## src/rtl/mem_arb_pkg.sv

```systemverilog
// Shared types and constants for the icache/dcache to burst-memory arbiter.
package mem_arb_pkg;
    localparam int LINE_W = 256;
    localparam int BEAT_W = 64;
    localparam int BEATS  = LINE_W / BEAT_W;
    localparam int ADDR_W = 32;
    localparam int CNT_W  = $clog2(BEATS);
    localparam int LSB_W  = $clog2(LINE_W);

    typedef enum logic [1:0] {IDLE, READ, WRITE, DONE} arb_state_t;
    typedef enum logic {ICACHE, DCACHE} arb_src_t;

    typedef logic [LINE_W-1:0] line_t;
    typedef logic [BEAT_W-1:0] beat_t;
    typedef logic [ADDR_W-1:0] addr_t;
    typedef logic [CNT_W-1:0]  cnt_t;

    function automatic addr_t line_align(input addr_t a);
        return a & ~addr_t'(LINE_W / 8 - 1);
    endfunction
endpackage

```

## src/rtl/cache_mem_arbiter_if.sv

```systemverilog
// Bundle of both cache line-miss ports and the burst memory port.
// slave: arbiter side; master: caches plus memory (environment) side.
interface cache_mem_arbiter_if;
    import mem_arb_pkg::*;

    logic  icache_pmem_read;
    addr_t icache_pmem_address;
    line_t icache_pmem_rdata;
    logic  icache_pmem_resp;

    logic  dcache_pmem_read;
    logic  dcache_pmem_write;
    addr_t dcache_pmem_address;
    line_t dcache_pmem_wdata;
    line_t dcache_pmem_rdata;
    logic  dcache_pmem_resp;

    logic  mem_read;
    logic  mem_write;
    addr_t mem_addr;
    beat_t mem_wdata;
    beat_t mem_rdata;
    logic  mem_resp;

    modport slave (
        input  icache_pmem_read, icache_pmem_address,
        output icache_pmem_rdata, icache_pmem_resp,
        input  dcache_pmem_read, dcache_pmem_write, dcache_pmem_address, dcache_pmem_wdata,
        output dcache_pmem_rdata, dcache_pmem_resp,
        output mem_read, mem_write, mem_addr, mem_wdata,
        input  mem_rdata, mem_resp
    );

    modport master (
        output icache_pmem_read, icache_pmem_address,
        input  icache_pmem_rdata, icache_pmem_resp,
        output dcache_pmem_read, dcache_pmem_write, dcache_pmem_address, dcache_pmem_wdata,
        input  dcache_pmem_rdata, dcache_pmem_resp,
        input  mem_read, mem_write, mem_addr, mem_wdata,
        output mem_rdata, mem_resp
    );
endinterface

```

## src/rtl/line_burst_adaptor.sv

```systemverilog
// Beat counter, line buffer and beat slice mux: splits/assembles a cacheline
// over BEATS memory beats; counter and buffer hold through beat gaps.
module line_burst_adaptor
    import mem_arb_pkg::*;
(
    input  logic  clk,
    input  logic  rst,
    input  logic  i_start,
    input  line_t i_load_line,
    input  logic  i_beat,
    input  logic  i_capture,
    input  beat_t i_rdata,
    output logic  o_last,
    output beat_t o_wdata,
    output line_t o_line
);
    cnt_t              r_cnt;
    line_t             r_line;
    logic [LSB_W-1:0]  w_lsb;

    assign w_lsb = LSB_W'(r_cnt) * LSB_W'(BEAT_W);

    always_ff @(posedge clk) begin
        if (rst) begin
            r_cnt  <= '0;
            r_line <= '0;
        end else if (i_start) begin
            r_cnt  <= '0;
            r_line <= i_load_line;
        end else if (i_beat) begin
            r_cnt <= r_cnt + 1'b1;
            if (i_capture) begin
                r_line[w_lsb +: BEAT_W] <= i_rdata;
            end
        end
    end

    assign o_last  = i_beat && (r_cnt == cnt_t'(BEATS - 1));
    assign o_wdata = r_line[w_lsb +: BEAT_W];
    assign o_line  = r_line;
endmodule

```

## src/rtl/cache_mem_arbiter.sv

```systemverilog
// Grants one cache line transfer at a time onto the 4-beat burst memory port.
// Fixed dcache priority; define ARB_ROUND_ROBIN_EN to alternate on contention.
module cache_mem_arbiter
    import mem_arb_pkg::*;
(
    input  logic               clk,
    input  logic               rst,
    cache_mem_arbiter_if.slave bus
);
    arb_state_t r_state, w_state_nxt;
    arb_src_t   r_src, w_grant_src;
    addr_t      r_addr;
    logic       w_ireq, w_dreq, w_grant, w_grant_wr, w_beat, w_last;
    beat_t      w_wdata;
    line_t      w_line;

    assign w_ireq     = bus.icache_pmem_read;
    assign w_dreq     = bus.dcache_pmem_read | bus.dcache_pmem_write;
    assign w_grant    = (r_state == IDLE) && (w_ireq || w_dreq);
    // an illegal read+write from the dcache is serviced as a write
    assign w_grant_wr = (w_grant_src == DCACHE) && bus.dcache_pmem_write;
    assign w_beat     = bus.mem_resp && ((r_state == READ) || (r_state == WRITE));

`ifdef ARB_ROUND_ROBIN_EN
    arb_src_t r_last_src;

    always_comb begin
        w_grant_src = w_dreq ? DCACHE : ICACHE;
        if (w_ireq && w_dreq) begin
            w_grant_src = (r_last_src == ICACHE) ? DCACHE : ICACHE;
        end
    end

    // only contended grants move the pointer
    always_ff @(posedge clk) begin
        if (rst) begin
            r_last_src <= ICACHE;
        end else if (w_grant && w_ireq && w_dreq) begin
            r_last_src <= w_grant_src;
        end
    end
`else
    assign w_grant_src = w_dreq ? DCACHE : ICACHE;
`endif

    always_ff @(posedge clk) begin
        if (rst) begin
            r_state <= IDLE;
            r_src   <= ICACHE;
            r_addr  <= '0;
        end else begin
            r_state <= w_state_nxt;
            if (w_grant) begin
                r_src  <= w_grant_src;
                r_addr <= line_align((w_grant_src == DCACHE) ? bus.dcache_pmem_address
                                                             : bus.icache_pmem_address);
            end
        end
    end

    always_comb begin
        w_state_nxt           = r_state;
        bus.mem_read          = 1'b0;
        bus.mem_write         = 1'b0;
        bus.mem_addr          = r_addr;
        bus.mem_wdata         = '0;
        bus.icache_pmem_resp  = 1'b0;
        bus.icache_pmem_rdata = '0;
        bus.dcache_pmem_resp  = 1'b0;
        bus.dcache_pmem_rdata = '0;
        unique case (r_state)
            IDLE: begin
                if (w_grant) begin
                    w_state_nxt = w_grant_wr ? WRITE : READ;
                end
            end
            READ: begin
                bus.mem_read = 1'b1;
                if (w_last) begin
                    w_state_nxt = DONE;
                end
            end
            WRITE: begin
                bus.mem_write = 1'b1;
                bus.mem_wdata = w_wdata;
                if (w_last) begin
                    w_state_nxt = DONE;
                end
            end
            DONE: begin
                w_state_nxt = IDLE;
                if (r_src == ICACHE) begin
                    bus.icache_pmem_resp  = 1'b1;
                    bus.icache_pmem_rdata = w_line;
                end else begin
                    bus.dcache_pmem_resp  = 1'b1;
                    bus.dcache_pmem_rdata = w_line;
                end
            end
            default: w_state_nxt = IDLE;
        endcase
    end

    line_burst_adaptor u_adaptor (
        .clk         (clk),
        .rst         (rst),
        .i_start     (w_grant),
        .i_load_line (w_grant_wr ? bus.dcache_pmem_wdata : '0),
        .i_beat      (w_beat),
        .i_capture   (r_state == READ),
        .i_rdata     (bus.mem_rdata),
        .o_last      (w_last),
        .o_wdata     (w_wdata),
        .o_line      (w_line)
    );

    a_dcache_rw_exclusive: assert property (@(posedge clk) disable iff (rst)
        !(bus.dcache_pmem_read && bus.dcache_pmem_write));
endmodule

```

## src/flat_wrapper.sv

```systemverilog
// flat-port wrapper written by rule: the top's interface ports become plain ports
module cache_mem_arbiter_flat import mem_arb_pkg::*;
  (clk, rst, bus_icache_pmem_read, bus_icache_pmem_address, bus_icache_pmem_rdata, bus_icache_pmem_resp, bus_dcache_pmem_read, bus_dcache_pmem_write, bus_dcache_pmem_address, bus_dcache_pmem_wdata, bus_dcache_pmem_rdata, bus_dcache_pmem_resp, bus_mem_read, bus_mem_write, bus_mem_addr, bus_mem_wdata, bus_mem_rdata, bus_mem_resp);
  cache_mem_arbiter_if bus_i ();
  input  logic clk;
  input  logic rst;
  input wire logic [$bits(bus_i.icache_pmem_read)-1:0] bus_icache_pmem_read;
  input wire logic [$bits(bus_i.icache_pmem_address)-1:0] bus_icache_pmem_address;
  output wire logic [$bits(bus_i.icache_pmem_rdata)-1:0] bus_icache_pmem_rdata;
  output wire logic [$bits(bus_i.icache_pmem_resp)-1:0] bus_icache_pmem_resp;
  input wire logic [$bits(bus_i.dcache_pmem_read)-1:0] bus_dcache_pmem_read;
  input wire logic [$bits(bus_i.dcache_pmem_write)-1:0] bus_dcache_pmem_write;
  input wire logic [$bits(bus_i.dcache_pmem_address)-1:0] bus_dcache_pmem_address;
  input wire logic [$bits(bus_i.dcache_pmem_wdata)-1:0] bus_dcache_pmem_wdata;
  output wire logic [$bits(bus_i.dcache_pmem_rdata)-1:0] bus_dcache_pmem_rdata;
  output wire logic [$bits(bus_i.dcache_pmem_resp)-1:0] bus_dcache_pmem_resp;
  output wire logic [$bits(bus_i.mem_read)-1:0] bus_mem_read;
  output wire logic [$bits(bus_i.mem_write)-1:0] bus_mem_write;
  output wire logic [$bits(bus_i.mem_addr)-1:0] bus_mem_addr;
  output wire logic [$bits(bus_i.mem_wdata)-1:0] bus_mem_wdata;
  input wire logic [$bits(bus_i.mem_rdata)-1:0] bus_mem_rdata;
  input wire logic [$bits(bus_i.mem_resp)-1:0] bus_mem_resp;
  assign bus_i.icache_pmem_read = bus_icache_pmem_read;
  assign bus_i.icache_pmem_address = bus_icache_pmem_address;
  assign bus_icache_pmem_rdata = bus_i.icache_pmem_rdata;
  assign bus_icache_pmem_resp = bus_i.icache_pmem_resp;
  assign bus_i.dcache_pmem_read = bus_dcache_pmem_read;
  assign bus_i.dcache_pmem_write = bus_dcache_pmem_write;
  assign bus_i.dcache_pmem_address = bus_dcache_pmem_address;
  assign bus_i.dcache_pmem_wdata = bus_dcache_pmem_wdata;
  assign bus_dcache_pmem_rdata = bus_i.dcache_pmem_rdata;
  assign bus_dcache_pmem_resp = bus_i.dcache_pmem_resp;
  assign bus_mem_read = bus_i.mem_read;
  assign bus_mem_write = bus_i.mem_write;
  assign bus_mem_addr = bus_i.mem_addr;
  assign bus_mem_wdata = bus_i.mem_wdata;
  assign bus_i.mem_rdata = bus_mem_rdata;
  assign bus_i.mem_resp = bus_mem_resp;
  cache_mem_arbiter u_core (.clk(clk), .rst(rst), .bus(bus_i));
endmodule
```

## config.mk

```make
export PLATFORM = sky130hd
export DESIGN_NAME = cache_mem_arbiter_flat
export DESIGN_NICKNAME = d
export VERILOG_FILES = /design/src/rtl/mem_arb_pkg.sv /design/src/rtl/cache_mem_arbiter_if.sv /design/src/rtl/line_burst_adaptor.sv /design/src/rtl/cache_mem_arbiter.sv /design/src/flat_wrapper.sv
export SDC_FILE = /design/constraint.sdc
export NUM_CORES = 1
export LEC_CHECK = 0
export CAP_MARGIN = 40
export CORE_AREA = 2 2 392 394
export DETAILED_ROUTE_END_ITERATION = 7
export DIE_AREA = 0 0 394 396
export SETUP_SLACK_MARGIN = 0.4
export SLEW_MARGIN = 20
export SYNTH_ARGS = -nofsm -noshare
export SYNTH_HDL_FRONTEND = slang
export SYNTH_SLANG_ARGS = --single-unit
```

## constraint.sdc

```tcl
create_clock -name clk -period 2.3 [get_ports clk]
set_input_delay 0.575 -clock clk [delete_from_list [all_inputs] [get_ports clk]]
set_output_delay 0.575 -clock clk [all_outputs]
set_load 0.01 [all_outputs]
```

==> results.txt, run 1 <==
----------------------------------------------------
[Job]
  Maximum Capacitance Violations ... 0

[Drt]
  DR top layer ... met5
  Final wirelength ... 175000 um
  DRC ... 0
  Number of violations reported at the end of detailed-routing iteration 0 ... 3199
  Met2 wirelength from detailed routing ... 79150 um
  Vias ... 26660
  WL met1 ... 72090 um
  Detail Route met3 WL ... 17370 um
  Detailed Routing Iterations Pass 1 ... 8
  Vias per inst ... 4.769
  Number of routed nets with antenna violations ... 0
  Post-DR wirelength/cell ... 31.30 um

[Placed design]
  Placed Area ... 0.03395 mm2
  Routability-driven placement congestion ratio ... 0.9767
  Half-perimeter wire length after detailed placement ... 126400 um
  # port buffers ... 986

[Power]
  LEAKAGE ... 16.27 nW
  Areal power density over the cells ... 1051 mW/mm2
  Maximum vdd drop ... 0.9691 mV

[Worst hold path]
  Start point of the worst hold path ... rst
  Worst hold path endpoint ... u_core.u_adaptor.o_line[56]$_SDFFE_PP0P_
  Hold-critical path depth ... 4
  Class of the worst hold path ... input pin to flop

[Floorplan]
  Starting density of the core ... 12.34%
  Core Footprint ... 0.1515 mm2
  Top-Level Pins ... 1002
  Placement row count ... 143
  Die H ... 396 um
  Die area ... 0.1560 mm2
  Die W ... 394 um

[Setup path]
  Reg-to-Reg End ... u_core.u_adaptor.o_line[8]$_SDFFE_PP0P_
  CP max stage delay ... 0.33 ns
  Reg-to-Reg Start ... u_core.u_adaptor.r_cnt[0]$_SDFFE_PP0P_
  Required time of the worst setup path ... 1.73 ns
  Worst-case register-to-register setup slack ... -0.34 ns
  Worst-case reg-to-reg path depth ... 10
  Buffer and inverter count on the worst path ... 8
  Worst-path maximum fanout ... 9
  Worst setup SP type ... flop
  Cells along the critical path ... ha_4 > nor2b_4 > buf_12 > buf_16 > buf_12 > buf_16 > buf_6 > buf_6 > buf_6 > and2_4 > buf_6
  Crit Path Category ... flop to output port
  Start point of the critical path ... u_core.r_state[0]$_SDFFE_PP0P_
  Family with the most delay on the worst path ... buffers and inverters
  Critical Path Slowest Stage Cell ... dfxtp_2
  Library cell appearing most often on the critical path ... buf_6
  Capturing element type of the critical path ... output port
  Data arrival at the endpoint of the critical path ... 2.48 ns

[Final layout]
  Nets@finish ... 3903
  Area growth from synthesis to layout ... 104.4%
  Final std cell area, no fill ... 0.03823 mm2
  Layout cells sized above 1 ... 34.87%
  Count of fill cells added during filler insertion ... 16250

[Global route]
  Total GRT Usage ... 19.64%
  Residual overflow from global routing ... 0
  Number of antenna violations at the first check in global routing ... 55
  Global-route wire length before repair ... 214900 um
  Largest net degree at the start of global routing ... 96
  Via count of the first global-routing pass ... 24100

[Clocking]
  CTS H-Tree Depth ... 2
  Skew-Pair Late Insertion Delay ... 0.61 ns
  Clock Sinks ... 288
  Cts bufs inserted ... 41
  Clock tree from TritonCTS ... done
  Clock slew at reported path FFs ... 0.06 ns
  CTS root buffer ... clkbuf_16
  Clock buffer depth ... 3

[Timing]
  Worst setup skew after layout ... 0.02421 ns
  RSZ-0062 raised after global routing ... true
  Final critical-path required period ... 3.052 ns
  Final setup violation count ... 834
  Worst slew pin tran ... 0.7404 ns
  Hold violation count in the final report ... 0
  Final setup margin ... -0.7516 ns
  Tightest slew margin relative to the limit ... 50.64%
  Post-route clock period utilization ... 132.7%
  Sum Neg Setup Slack ... -371.35 ns
  Final slew viol count ... 0
  Fmax ... 327.7 MHz

[Yosys]
  Netlist area before placement ... 0.01871 mm2
  Share of flip-flops with an asynchronous set or reset after synthesis ... 0%
  Top cell types by occurrence after synthesis ... 322 x and2_1, 288 x dfxtp_1, 258 x and3_1, 230 x clkbuf_1, 194 x a21oi_1
  Synthesized netlist cell count ... 2253
  Yosys synthesis warning count ... 0
  Most frequently used flop master after synthesis ... dfxtp_1
  Part of the Yosys area used for sequential elements ... 30.82%
  Top area cells in the synthesized netlist ... dfxtp_1 31%, and2_1 11%, a32oi_1 8.9%
  Fraction of post-synthesis cell area in the top cell type by area ... 30.82%
  Count leader, synth ... and2_1
  Syn_area_per_cell ... 8.302 um2
  Library cells used by synthesis ... 37
  Number of enable-type register cells in the synthesized netlist ... 0
  Synthesis-stage register bit count ... 288
  Top cell type by total area after synthesis ... dfxtp_1

[Run status]
  Failing checks ... setup timing
  Result of the run ... finished, violations left

----------------------------------------------------
timing repair:
action	in CTS	in global routing
resized for setup	475	820
buffers inserted	46	103
endpoints found under the setup margin	891	891
pin swaps	17	23
hold buffers	0	0
gates cloned	7	48
cells by family after synthesis:
logic type	count (synthesis)	share of synthesized area, %
and+or+nand+nor	854	26.31
buffers and inverters	333	7.324
muxes	65	7.759
adders and majority gates	10	0.6689
AOI/OAI and AO/OA	701	27.05
xor gates and xnor gates	1	0.04683
other	1	0.02005
DFF	288	30.82
cells in the final DEF (no fill, tap or decap), types with 27 or more instances in the layout:
cell and n:
buf_6 137, nand2_1 94, clkdlybuf4s50_1 542, a32oi_1 191, o31ai_1 191, nor3_1 66
buf_12 145, a21oi_1 194, and2_1 239, a311oi_1 91, dfxtp_1 283, dlymetal6s2s_1 43
nand3_1 64, clkdlybuf4s15_2 39, mux4_2 64, nor2_1 28, clkbuf_2 104, and3_4 47
clkbuf_16 77, buf_2 74, and2_4 83, o21ai_0 27, buf_4 369, and3_1 210
state kept, by name, indices dropped and copies added, names as in the netlist:
| signal | flops |
|---|---|
| u_core.u_adaptor.r_cnt | 2 |
| u_core.r_state | 2 |
| u_core.bus.mem_addr | 27 |
| u_core.u_adaptor.o_line | 256 |
| u_core.r_src | 1 |
worst max-delay path by stage:
| stage | slack (ns) | depth (start not counted) | to |
|---|---|---|---|
| after floorplan | 0.33 | 5 | bus_mem_wdata[34] |
| after global placement | -0.29 | 7 | u_core.u_adaptor.o_line[154]$_SDFFE_PP0P_ |
| after detailed placement | -0.31 | 7 | u_core.u_adaptor.o_line[158]$_SDFFE_PP0P_ |
| after CTS | -0.85 | 7 | bus_icache_pmem_rdata[145] |
| after global routing | -0.84 | 11 | bus_icache_pmem_rdata[97] |
| final | -0.75 | 11 | bus_icache_pmem_rdata[243] |
worst reg2reg max path, delay by kind of cell (launching register included):
kind,cells,cell delay (ns)
adders and majority gates,1,0.29
and+or+nand+nor,1,0.45
buffers and inverters,6,1.00
DFF,1,0.38
AOI/OAI and AO/OA,2,0.44
metal layers:
| metal | GRT usage, % | vias to the layer above |
|---|---|---|
| li1 | - | 11170 |
| met1 | 25.48 | 13170 |
| met2 | 32.22 | 1967 |
| met3 | 4.611 | 328 |
| met4 | 5.720 | 24 |
| met5 | 0 | - |
metrics by stage:
step / utilization, % / power, W / setup slack, ns / hold slack [ns] / instances
6_report: 25.23 / 0.04019 / -0.7516 / 0.4934 / 5590
5_1_grt: 25.20 / 0.04161 / -0.8371 / 0.4740 / 5573
4_1_cts: 23.83 / 0.03776 / -0.8504 / 0.4448 / 5415
3_5_place_dp: 22.40 / 0.03001 / -0.3098 / 0.5016 / 5286
3_3_place_gp: 22.40 / 0.02984 / -0.2908 / 0.4964 / 5286
2_1_floorplan: - / 0.01742 / 0.3275 / 0.4837 / 2257
power breakdown:
part / internal [W] / switching [W] / leakage, nW / total (W)
combinational: 0.0105 / 0.0135 / 13.2 / 0.0240
clock: 0.00419 / 0.00285 / 0.708 / 0.00704
sequential: 0.00691 / 0.00220 / 2.39 / 0.00911
cell type report:
type | instances | area [um2] | share of cell area (%)
clock buffers | 63 | 1281 | 3.351
multi-input cells | 1636 | 12150 | 31.78
clock inverters | 13 | 165.2 | 0.4320
flip-flops and latches | 288 | 5779 | 15.12
inverters | 5 | 26.28 | 0.06872
well taps | 2030 | 2540 | 6.643
diodes | 24 | 60.06 | 0.1571
repair buffers | 1531 | 16230 | 42.46
(Power assumes the default switching activity.)
==> run 2, diff against run 1 <==
--- a/config.mk
+++ b/config.mk
@@ -5,6 +5,7 @@
 export SDC_FILE = /design/constraint.sdc
 export NUM_CORES = 1
 export LEC_CHECK = 0
+export ABC_CLOCK_PERIOD_IN_PS = 2300
 export CAP_MARGIN = 40
 export CORE_AREA = 2 2 392 394
 export DETAILED_ROUTE_END_ITERATION = 7
==> results of run 2 <==
The final DEF is identical to that of run 1; final timing and power are the same.
